<file path="src/rtl/msa_pkg.sv">
// msa_pkg: shared constants and FSM state type for the multiplier-sharing arbiter.
package msa_pkg;

    localparam int OP_W   = 4;
    localparam int PROD_W = 8;

    typedef enum logic [1:0] {
        IDLE,
        MUL,
        RESP
    } msa_state_t;

endpackage

</file>
<file path="src/rtl/junsignedArrayMultiplier.sv">
// junsignedArrayMultiplier: combinational unsigned OP_W x OP_W array multiplier.
module junsignedArrayMultiplier
    import msa_pkg::*;
(
    output logic [PROD_W-1:0] Y,
    input  logic [OP_W-1:0]   A,
    input  logic [OP_W-1:0]   B
);

    // One shifted partial-product row per multiplier bit, summed down the array.
    always_comb begin
        Y = '0;
        for (int unsigned i = 0; i < OP_W; i++) begin
            if (B[i]) begin
                Y = Y + (PROD_W'(A) << i);
            end
        end
    end

endmodule

</file>
<file path="src/rtl/mult_share_arbiter.sv">
// mult_share_arbiter: round-robin sharing of one array multiplier between two requesters.
// Optional per-requester saturating grant counters when MSA_STATS_EN is defined.
module mult_share_arbiter
    import msa_pkg::*;
#(
    parameter int CNT_W = 16
) (
    input  logic              clk,
    input  logic              rst,
    input  logic              req0_valid,
    output logic              req0_ready,
    input  logic [OP_W-1:0]   req0_a,
    input  logic [OP_W-1:0]   req0_b,
    input  logic              req1_valid,
    output logic              req1_ready,
    input  logic [OP_W-1:0]   req1_a,
    input  logic [OP_W-1:0]   req1_b,
    output logic              rsp_valid,
    input  logic              rsp_ready,
    output logic [PROD_W-1:0] rsp_y,
    output logic              rsp_id
`ifdef MSA_STATS_EN
    ,
    output logic [CNT_W-1:0]  grant_cnt0,
    output logic [CNT_W-1:0]  grant_cnt1
`endif
);

    msa_state_t        state_q, state_d;
    logic              last_grant_q;
    logic [OP_W-1:0]   a_q, b_q;
    logic              id_q;
    logic [PROD_W-1:0] prod;
    logic              grant_any, grant_id, accept;

    junsignedArrayMultiplier u_mul (
        .Y (prod),
        .A (a_q),
        .B (b_q)
    );

    // On a tie the requester that was not granted last wins.
    always_comb begin
        grant_any = 1'b0;
        grant_id  = 1'b0;
        if (req0_valid && req1_valid) begin
            grant_any = 1'b1;
            grant_id  = ~last_grant_q;
        end else if (req0_valid) begin
            grant_any = 1'b1;
        end else if (req1_valid) begin
            grant_any = 1'b1;
            grant_id  = 1'b1;
        end
    end

    always_comb begin
        state_d    = state_q;
        req0_ready = 1'b0;
        req1_ready = 1'b0;
        rsp_valid  = 1'b0;
        case (state_q)
            IDLE: begin
                if (!rst && grant_any) begin
                    req0_ready = ~grant_id;
                    req1_ready = grant_id;
                    state_d    = MUL;
                end
            end
            MUL:  state_d = RESP;
            RESP: begin
                rsp_valid = 1'b1;
                if (rsp_ready) begin
                    state_d = IDLE;
                end
            end
            default: state_d = IDLE;
        endcase
    end

    assign accept = req0_ready | req1_ready;

    always_ff @(posedge clk or posedge rst) begin
        if (rst) begin
            state_q      <= IDLE;
            last_grant_q <= 1'b1;
            a_q          <= '0;
            b_q          <= '0;
            id_q         <= 1'b0;
            rsp_y        <= '0;
            rsp_id       <= 1'b0;
        end else begin
            state_q <= state_d;
            if (accept) begin
                a_q          <= grant_id ? req1_a : req0_a;
                b_q          <= grant_id ? req1_b : req0_b;
                id_q         <= grant_id;
                last_grant_q <= grant_id;
            end
            if (state_q == MUL) begin
                rsp_y  <= prod;
                rsp_id <= id_q;
            end
        end
    end

`ifdef MSA_STATS_EN
    always_ff @(posedge clk or posedge rst) begin
        if (rst) begin
            grant_cnt0 <= '0;
            grant_cnt1 <= '0;
        end else begin
            if (req0_ready && grant_cnt0 != '1) begin
                grant_cnt0 <= grant_cnt0 + CNT_W'(1);
            end
            if (req1_ready && grant_cnt1 != '1) begin
                grant_cnt1 <= grant_cnt1 + CNT_W'(1);
            end
        end
    end
`else
    logic [CNT_W-1:0] stats_unused;
    assign stats_unused = '0;
`endif

endmodule

</file>
<file path="config.mk">
export PLATFORM = sky130hd
export DESIGN_NAME = mult_share_arbiter
export DESIGN_NICKNAME = d
export VERILOG_FILES = /design/src/rtl/msa_pkg.sv /design/src/rtl/junsignedArrayMultiplier.sv /design/src/rtl/mult_share_arbiter.sv
export SDC_FILE = /design/constraint.sdc
export NUM_CORES = 1
export LEC_CHECK = 0
export CORE_ASPECT_RATIO = 1.1
export CORE_MARGIN = 5
export CORE_UTILIZATION = 40
export DETAILED_ROUTE_END_ITERATION = 8
export HOLD_SLACK_MARGIN = 0.1
export PLACE_DENSITY = 0.65
export SLEW_MARGIN = 20
export SYNTH_ARGS = -nofsm -noshare
export SYNTH_HDL_FRONTEND = slang
export SYNTH_HIERARCHICAL = 1
export SYNTH_SLANG_ARGS = --single-unit
</file>
<file path="constraint.sdc">
create_clock -name clk -period 9.12 [get_ports clk]
set_input_delay 1.824 -clock clk [delete_from_list [all_inputs] [get_ports clk]]
set_output_delay 1.824 -clock clk [all_outputs]
set_load 0.02 [all_outputs]
</file>
# After elaboration in Yosys (flattened, before gate mapping)
# Cells that the tools add are included.
[totals]
regBits = 21
input_bits = 21
out_inout_bits = 12
[classes]
add_sub_neg = 3
eq_ne = 4
mux = 19
n_bitwise = 3
reduce_logical = 5
[ops]
columns = ["cell", "n"]
rows = [
  ["$mux 8", 3],
  ["$mux 4", 3],
  ["$mux 1", 10],
  ["$add 8x5->8", 1],
  ["$add 8x6->8", 1],
  ["$add 8x7->8", 1],
  ["$pmux 2 s3", 1],
  ["$mux 2", 2],
  ["$ne 2x2->1 const B", 2],
  ["$eq 2x1->1 const B", 1],
  ["$eq 2x2->1 const B", 1],
  ["$logic_and 1x1->1", 2],
  ["$logic_not 2->1", 1],
  ["$not 1->1", 2],
  ["$reduce_and 2->1", 1],
  ["$logic_not 1->1", 1],
  ["$or 1x1->1", 1],
]

# Longest topological paths before layout
# Gate-level depths: netlist of the first run.
[logic_depth]
depth_word = 7
ltp_mapped = 18
depth_no_buf = 18

# Hierarchy
# Netlist of the first run, hierarchy kept.
[by_module_without_submodules]
columns = ["mod", "n_inst", "cells_each", "area_per_inst_um2"]
rows = [
  ["mult_share_arbiter", 1, 66, 897.1],
  ["junsignedArrayMultiplier", 1, 73, 578.1],
]

# Worst setup path after synthesis of the first run
# Ideal clock, no wire load.
[synth_path]
path_kind = "input to output"
startpoint = "input rst"
endpoint = "output req0_ready"
arrival_ps = 2721
required_time_ps = 7296
path_slack_ps = 4575
path_stages = 3
n_path_buf = 1
path_cell_list = "nor3_2 > buf_2 > nor3b_1"
[synth_between]
elab_chain_cells = 4
[synth_lines]
columns = ["element", "line_no", "text"]
rows = [
  ["start, declared", "mult_share_arbiter.sv:9", "input logic rst,"],
  ["$logic_not 1->1 (no line)", "-", ""],
  ["$logic_and 1x1->1", "mult_share_arbiter.sv:64", "if (!rst && grant_any) begin"],
  ["$mux 1", "mult_share_arbiter.sv:64", ""],
  ["$mux 1", "mult_share_arbiter.sv:62", "case (state_q)"],
  ["end, declared", "mult_share_arbiter.sv:11", "output logic req0_ready,"],
]
# Every way passes these cells.

# Worst setup path in the final report of the first run
# Same ends and word-level chain as after synthesis.

==> flow_summary.toml, run 1 <==
[placed_design]
portBuffers = 32
place_area_um2 = 1820
dp_hpwl_um = 2740
gp_congestion = 0.794

[detailed_routing]
drt_pass1_iterations = 4
wl_per_cell_um = 15.4
drc_errors = 0
avgViaCountPerCell = 5.17
drt_iter0_drc = 40
vias = 1128
routed_wirelength_um = 3350
ant_nets = 0

[floorplan]
die_area_um2 = 5000
row_count = 23
start_util = 0.410
ios = 33
die_height_um = 73.7
core_area_um2 = 3600
chipWidth_um = 67.9

[synthesis]
async_reset_ff_frac = 1.00
synth_area_um2 = 1480
synth.most_common_cell = "dfrtp_1"
synth-main-ff-cell = "dfrtp_1"
ys_ff_latch = 21
synth_area_per_cell_um2 = 10.6
synth_cells = 139
seq_area_frac_synth = 0.357
yosysTopAreaCell = "dfrtp_1"
ys_warn_count = 6
yosys-top-cells-count = "dfrtp_1 (20), ha_1 (11), inv_1 (10)"
synth_cell_types = 38
yosys-top-cells-area = "dfrtp_1 (34%), ha_1 (9.3%), mux2_1 (6.9%)"
synth_fp_nets = 174
synth_enable_flop_cells = 0
yosysTopAreaCellShare = 0.339

[worst_setup_path]
crit_required_ns = 7.30
crit_chain = "clkdlybuf4s50_1 -> nor3_2 -> nor3b_1 -> clkdlybuf4s50_1"
cp.depth = 4
cp_max_fo = 12
reg2regPathDepth = 18
critPathTopFamily = "buffers and inverters"
path_class = "input port to output port"
end_kind = "output port"
worstSetupStartpoint = "rst"
cp-endpoint = "req0_ready"
start_kind = "input port"
arrival_ns = 3.71
reg2reg_slack_ns = 4.94
cp_slowest_cell = "clkdlybuf4s50_1"
critPathMaxStageDelay_ns = 0.64
r2r-end = "rsp_y[6]"
rr_startpoint = "a_q[1]"
crit_path_frequent_cell = "clkdlybuf4s50_1"
path_buf_inv = 2

[sta]
setup_viol = 0
setup_tns_ns = 0
rsz0062_at_grt = "false"
hold_viol = 0
finalCritPeriodShare = 0.607
finalMaxSlewViolations = 0
skew_ns = 0.00565
fmax_mhz = 181
period_needed_ns = 5.54
worst_slew_pin_slew_ns = 0.783
slew_headroom = 0.478

[cts]
cts_tree = "done"
post_cts_buffers = 0
clockRootBuffer = "clkbuf_8"
clock-sinks = 21
path_clk_slew_ns = 0.07
cts-buffers-inserted = 3
cts_hold_buffers = 0
post_cts_resized = 0
clk_latency_ns = 0.25
clk_path_buf_depth = 2
htree_levels = 1

[global_routing]
grt_pass1_wl_um = 5980
antenna_found_initial = 0
overflow = 0
track_usage = 0.156
grt_max_degree = 22
grt_pass1_vias = 1227

[outcome]
status = "finished, final reports clean"

[cells_and_area]
nNetsFinal = 204
utilization = 0.520
n_antenna_cell = 0
n_fill_cell = 353
syn_to_final_growth_pct = 26.7
drive_gt1_frac = 0.0714
final_cell_area_um2 = 1870

[hold_path]
min_path_type = "flip-flop to flip-flop"

[flow_run]
drv_cap = 0
[layout make-up]
cell class	instances	area, µm²	area share
multi-input combinational	100	873	0.467
tap	50	62.6	0.0335
sequential	21	527	0.282
clock buffer	4	45.0	0.0241
timing repair buffer	32	320	0.171
inverter	11	41.3	0.0221
[flip-flops by register name (all words and copies together), names as in the netlist]
| register | flops |
|---|---|
| last_grant_q | 1 |
| a_q | 4 |
| state_q | 2 |
| rsp_y | 8 |
| id_q | 1 |
| b_q | 4 |
| rsp_id | 1 |
[through the flow]
step                setup WS (ns)  hold slack, ns  std cells
finish                       3.58           0.479        218
detailed placement           3.58           0.472        214
CTS                          3.57           0.490        218
floorplan                    4.58           0.443        139
global placement             3.62           0.478        214
global route                 3.42           0.507        218
[layout by cell type (no fill, tap or decap), drive strengths merged, types with 2 or more instances in the layout]
cell type / instances
a21o: 4
a21oi: 8
a2bb2oi: 8
and2: 2
clkbuf: 4
clkdlybuf4s50: 32
dfrtp: 20
fa: 3
ha: 11
inv: 11
mux2: 12
mux2i: 4
nand2: 8
nand2b: 5
nor2b: 3
o21a: 4
o21ai: 3
o32ai: 8
xnor2: 2
xor2: 4
[worst register-to-register path, delay by kind of cell, from the launching register on]
kind | cells | cell delay (ns)
buffers and inverters | 1 | 0.06
flip-flops | 1 | 0.53
XOR/XNOR | 4 | 0.74
multiplexers | 3 | 0.67
AO/OA/AOI/OAI | 3 | 0.49
AND/OR/NAND/NOR | 3 | 0.39
adder cells (fa/ha/maj) | 4 | 1.21
[routing by layer]
| metal | vias up | global-route usage | part of all wire |
|---|---|---|---|
| met5 | - | 0 | 0 |
| met1 | 540 | 0.204 | 0.45 |
| li1 | 566 | - | - |
| met4 | 0 | 0.0530 | 0.016 |
| met2 | 18 | 0.268 | 0.52 |
| met3 | 4 | 0.0153 | 0.019 |
[logic make-up after synthesis]
kind of cell / count (synthesis) / synth area share
muxes: 16 / 0.119
adders and majority gates: 14 / 0.134
and+or+nand+nor: 23 / 0.0891
DFF: 21 / 0.357
buffers and inverters: 18 / 0.0509
AOI/OAI and AO/OA: 41 / 0.210
xor gates and xnor gates: 6 / 0.0407
[how the worst min path moves through the flow]
stage | slack, ns | depth (start not counted) | from | endpoint
after detailed placement | 0.47 | 1 | id_q | id_q
after global routing | 0.51 | 1 | id_q | id_q
after CTS | 0.49 | 1 | id_q | id_q
final | 0.48 | 1 | id_q | id_q
after global placement | 0.48 | 1 | rsp_y[2] | rsp_y[2]
after floorplan | 0.44 | 1 | id_q | id_q
Power of run 1 is not shown: default switching activity piles up to over one toggle a cycle in this logic, so the estimate is an artifact.
==> run 2: changes to the inputs <==
--- a/config.mk
+++ b/config.mk
@@ -10,7 +10,7 @@
 export CORE_UTILIZATION = 40
 export DETAILED_ROUTE_END_ITERATION = 8
 export HOLD_SLACK_MARGIN = 0.1
-export PLACE_DENSITY = 0.65
+export PLACE_DENSITY = 0.67
 export SLEW_MARGIN = 20
 export SYNTH_ARGS = -nofsm -noshare
 export SYNTH_HDL_FRONTEND = slang
==> constraint.sdc (replaced) <==
create_clock -name clk -period 4.7 [get_ports clk]
set_input_delay 0.94 -clock clk [delete_from_list [all_inputs] [get_ports clk]]
set_output_delay 0.94 -clock clk [all_outputs]
set_load 0.02 [all_outputs]
==> run 2 against run 1 <==
  * Sequential share of layout area fell by 0.17 points
  * Cell count increased by 0.46%
  * Sequential cell count stayed put
  * Die area unchanged
  * Worst setup slack got worse by 3.1 ns
  * First-iteration DRC count rose by 60%
  * Critical endpoint is now rsp_y[6]
==> flow_summary.toml, run 2 (same netlist as run 1, synthesis figures left out) <==
[cells_and_area]
layout_common_cells = "clkdlybuf4s50_1 (32), dfrtp_1 (20), ha_1 (11), inv_1 (10), mux2_1 (9)"
n_antenna_cell = 0
drive_gt1_frac = 0.0828
utilization = 0.523
largest_register_ffs = 8
reg_top3 = "rsp_y x8, a_q x4, b_q x4"
final_common_cell = "clkdlybuf4s50_1"
syn_to_final_growth_pct = 27.5
largest-register = "rsp_y"
nNetsFinal = 205

[sta]
hold_viol = 0
setup_slack_ns = 0.497
period_needed_ns = 4.20
setup_viol = 0
setup_tns_ns = 0
finalCritPeriodShare = 0.894
rsz0062_at_grt = "false"
slew_headroom = 0.478
fmax_mhz = 238
finalMaxSlewViolations = 0
skew_ns = 0.00633
worst_slew_pin_slew_ns = 0.783
whs_ns = 0.491

[cts]
clk_path_buf_depth = 2
cts_tree = "done"
post_cts_resized = 0
cts-buffers-inserted = 3
cts_hold_buffers = 0
post_cts_buffers = 0
htree_levels = 1
clock-sinks = 21
clk_latency_ns = 0.27
clockRootBuffer = "clkbuf_8"
path_clk_slew_ns = 0.08

[worst_setup_path]
path_buf_inv = 1
reg2regPathDepth = 18
end_kind = "flip-flop"
critPathTopFamily = "adder cells"
crit_path_frequent_cell = "ha_1"
rr_startpoint = "a_q[1]"
path_class = "flip-flop to flip-flop"
crit_required_ns = 4.85
cp_max_fo = 7
arrival_ns = 4.35
reg2reg_slack_ns = 0.50
crit_chain = "and2_1 -> ha_1 -> inv_1 -> fa_1 -> xnor2_1 -> nand2_1 -> xor2_2 -> ha_1 -> a21o_1 -> a21oi_1 -> xor2_1 -> mux2i_1 -> ha_1 -> a21oi_1 -> nand2_1 -> xor2_1 -> mux2_2 -> mux2_1"
r2r-end = "rsp_y[6]"
cp_slowest_cell = "dfrtp_1"
start_kind = "flip-flop"
critPathMaxStageDelay_ns = 0.49

[global_routing]
grt_max_degree = 22
grt_pass1_wl_um = 5730
grt_pass1_vias = 1202
antenna_found_initial = 0
track_usage = 0.153
overflow = 0

[outcome]
status = "finished, final reports clean"

[hold_path]
min_from = "id_q"
min_path_type = "flip-flop to flip-flop"
min_path_cells = 1
whs_endpoint = "id_q"

[floorplan]
die_area_um2 = 5000
die_height_um = 73.7
core_area_um2 = 3600
chipWidth_um = 67.9
row_count = 23
ios = 33
start_util = 0.410

[detailed_routing]
drt_pass1_iterations = 4
routed_wirelength_um = 3470
drc_errors = 0
vias = 1165
ant_nets = 0
avgViaCountPerCell = 5.32
drt_iter0_drc = 64
wl_per_cell_um = 15.9

[placed_design]
gp_congestion = 0.887
portBuffers = 32
preCtsSetupSlack_ns = 0.591
dp_hpwl_um = 2690

[flow_run]
drv_cap = 0
## run 2: area by class of cell
type,count,area (µm²)
Timing Repair Buffer,33,328
Inverter,11,41.3
Clock inverter,1,7.51
Clock buffer,3,41.3
Multi-Input combinational cell,100,873
Tap cell,50,62.6
Fill cell,340,1720
Sequential cell,21,527
## run 2: worst register-to-register path, cell delays in order (launching register included)
cell and delay, ns:
dfrtp_1 0.49, and2_1 0.19, ha_1 0.17, inv_1 0.05, fa_1 0.40, xnor2_1 0.14
nand2_1 0.11, xor2_2 0.24, ha_1 0.28, a21o_1 0.16, a21oi_1 0.19, xor2_1 0.23
mux2i_1 0.15, ha_1 0.36, a21oi_1 0.16, nand2_1 0.09, xor2_1 0.14, mux2_2 0.25
mux2_1 0.28
## run 2: worst max-delay path by stage
stage               cells past startpoint   start  slack [ns]       end
floorplan                              18  a_q[1]        0.96  rsp_y[6]
global placement                       18  a_q[1]        0.68  rsp_y[6]
detailed placement                     18  a_q[1]        0.59  rsp_y[6]
CTS                                    18  a_q[1]        0.53  rsp_y[6]
global route                           18  a_q[1]        0.22  rsp_y[6]
finish                                 18  a_q[1]        0.50  rsp_y[6]
## run 2: metrics by stage
step	cells	area [µm²]
CTS	219	1880
floorplan	139	1480
global route	219	1880
detailed placement	215	1830
finish	219	1880
global placement	215	1830
## run 2: layer usage
layer,wire [µm],vias to the layer above,track usage
met2,1750,18,0.262
met4,65,0,0.0662
li1,-,562,-
met1,1550,581,0.190
met3,106,4,0.0229
met5,0,-,0
Power of run 2 is left out for the same reason.
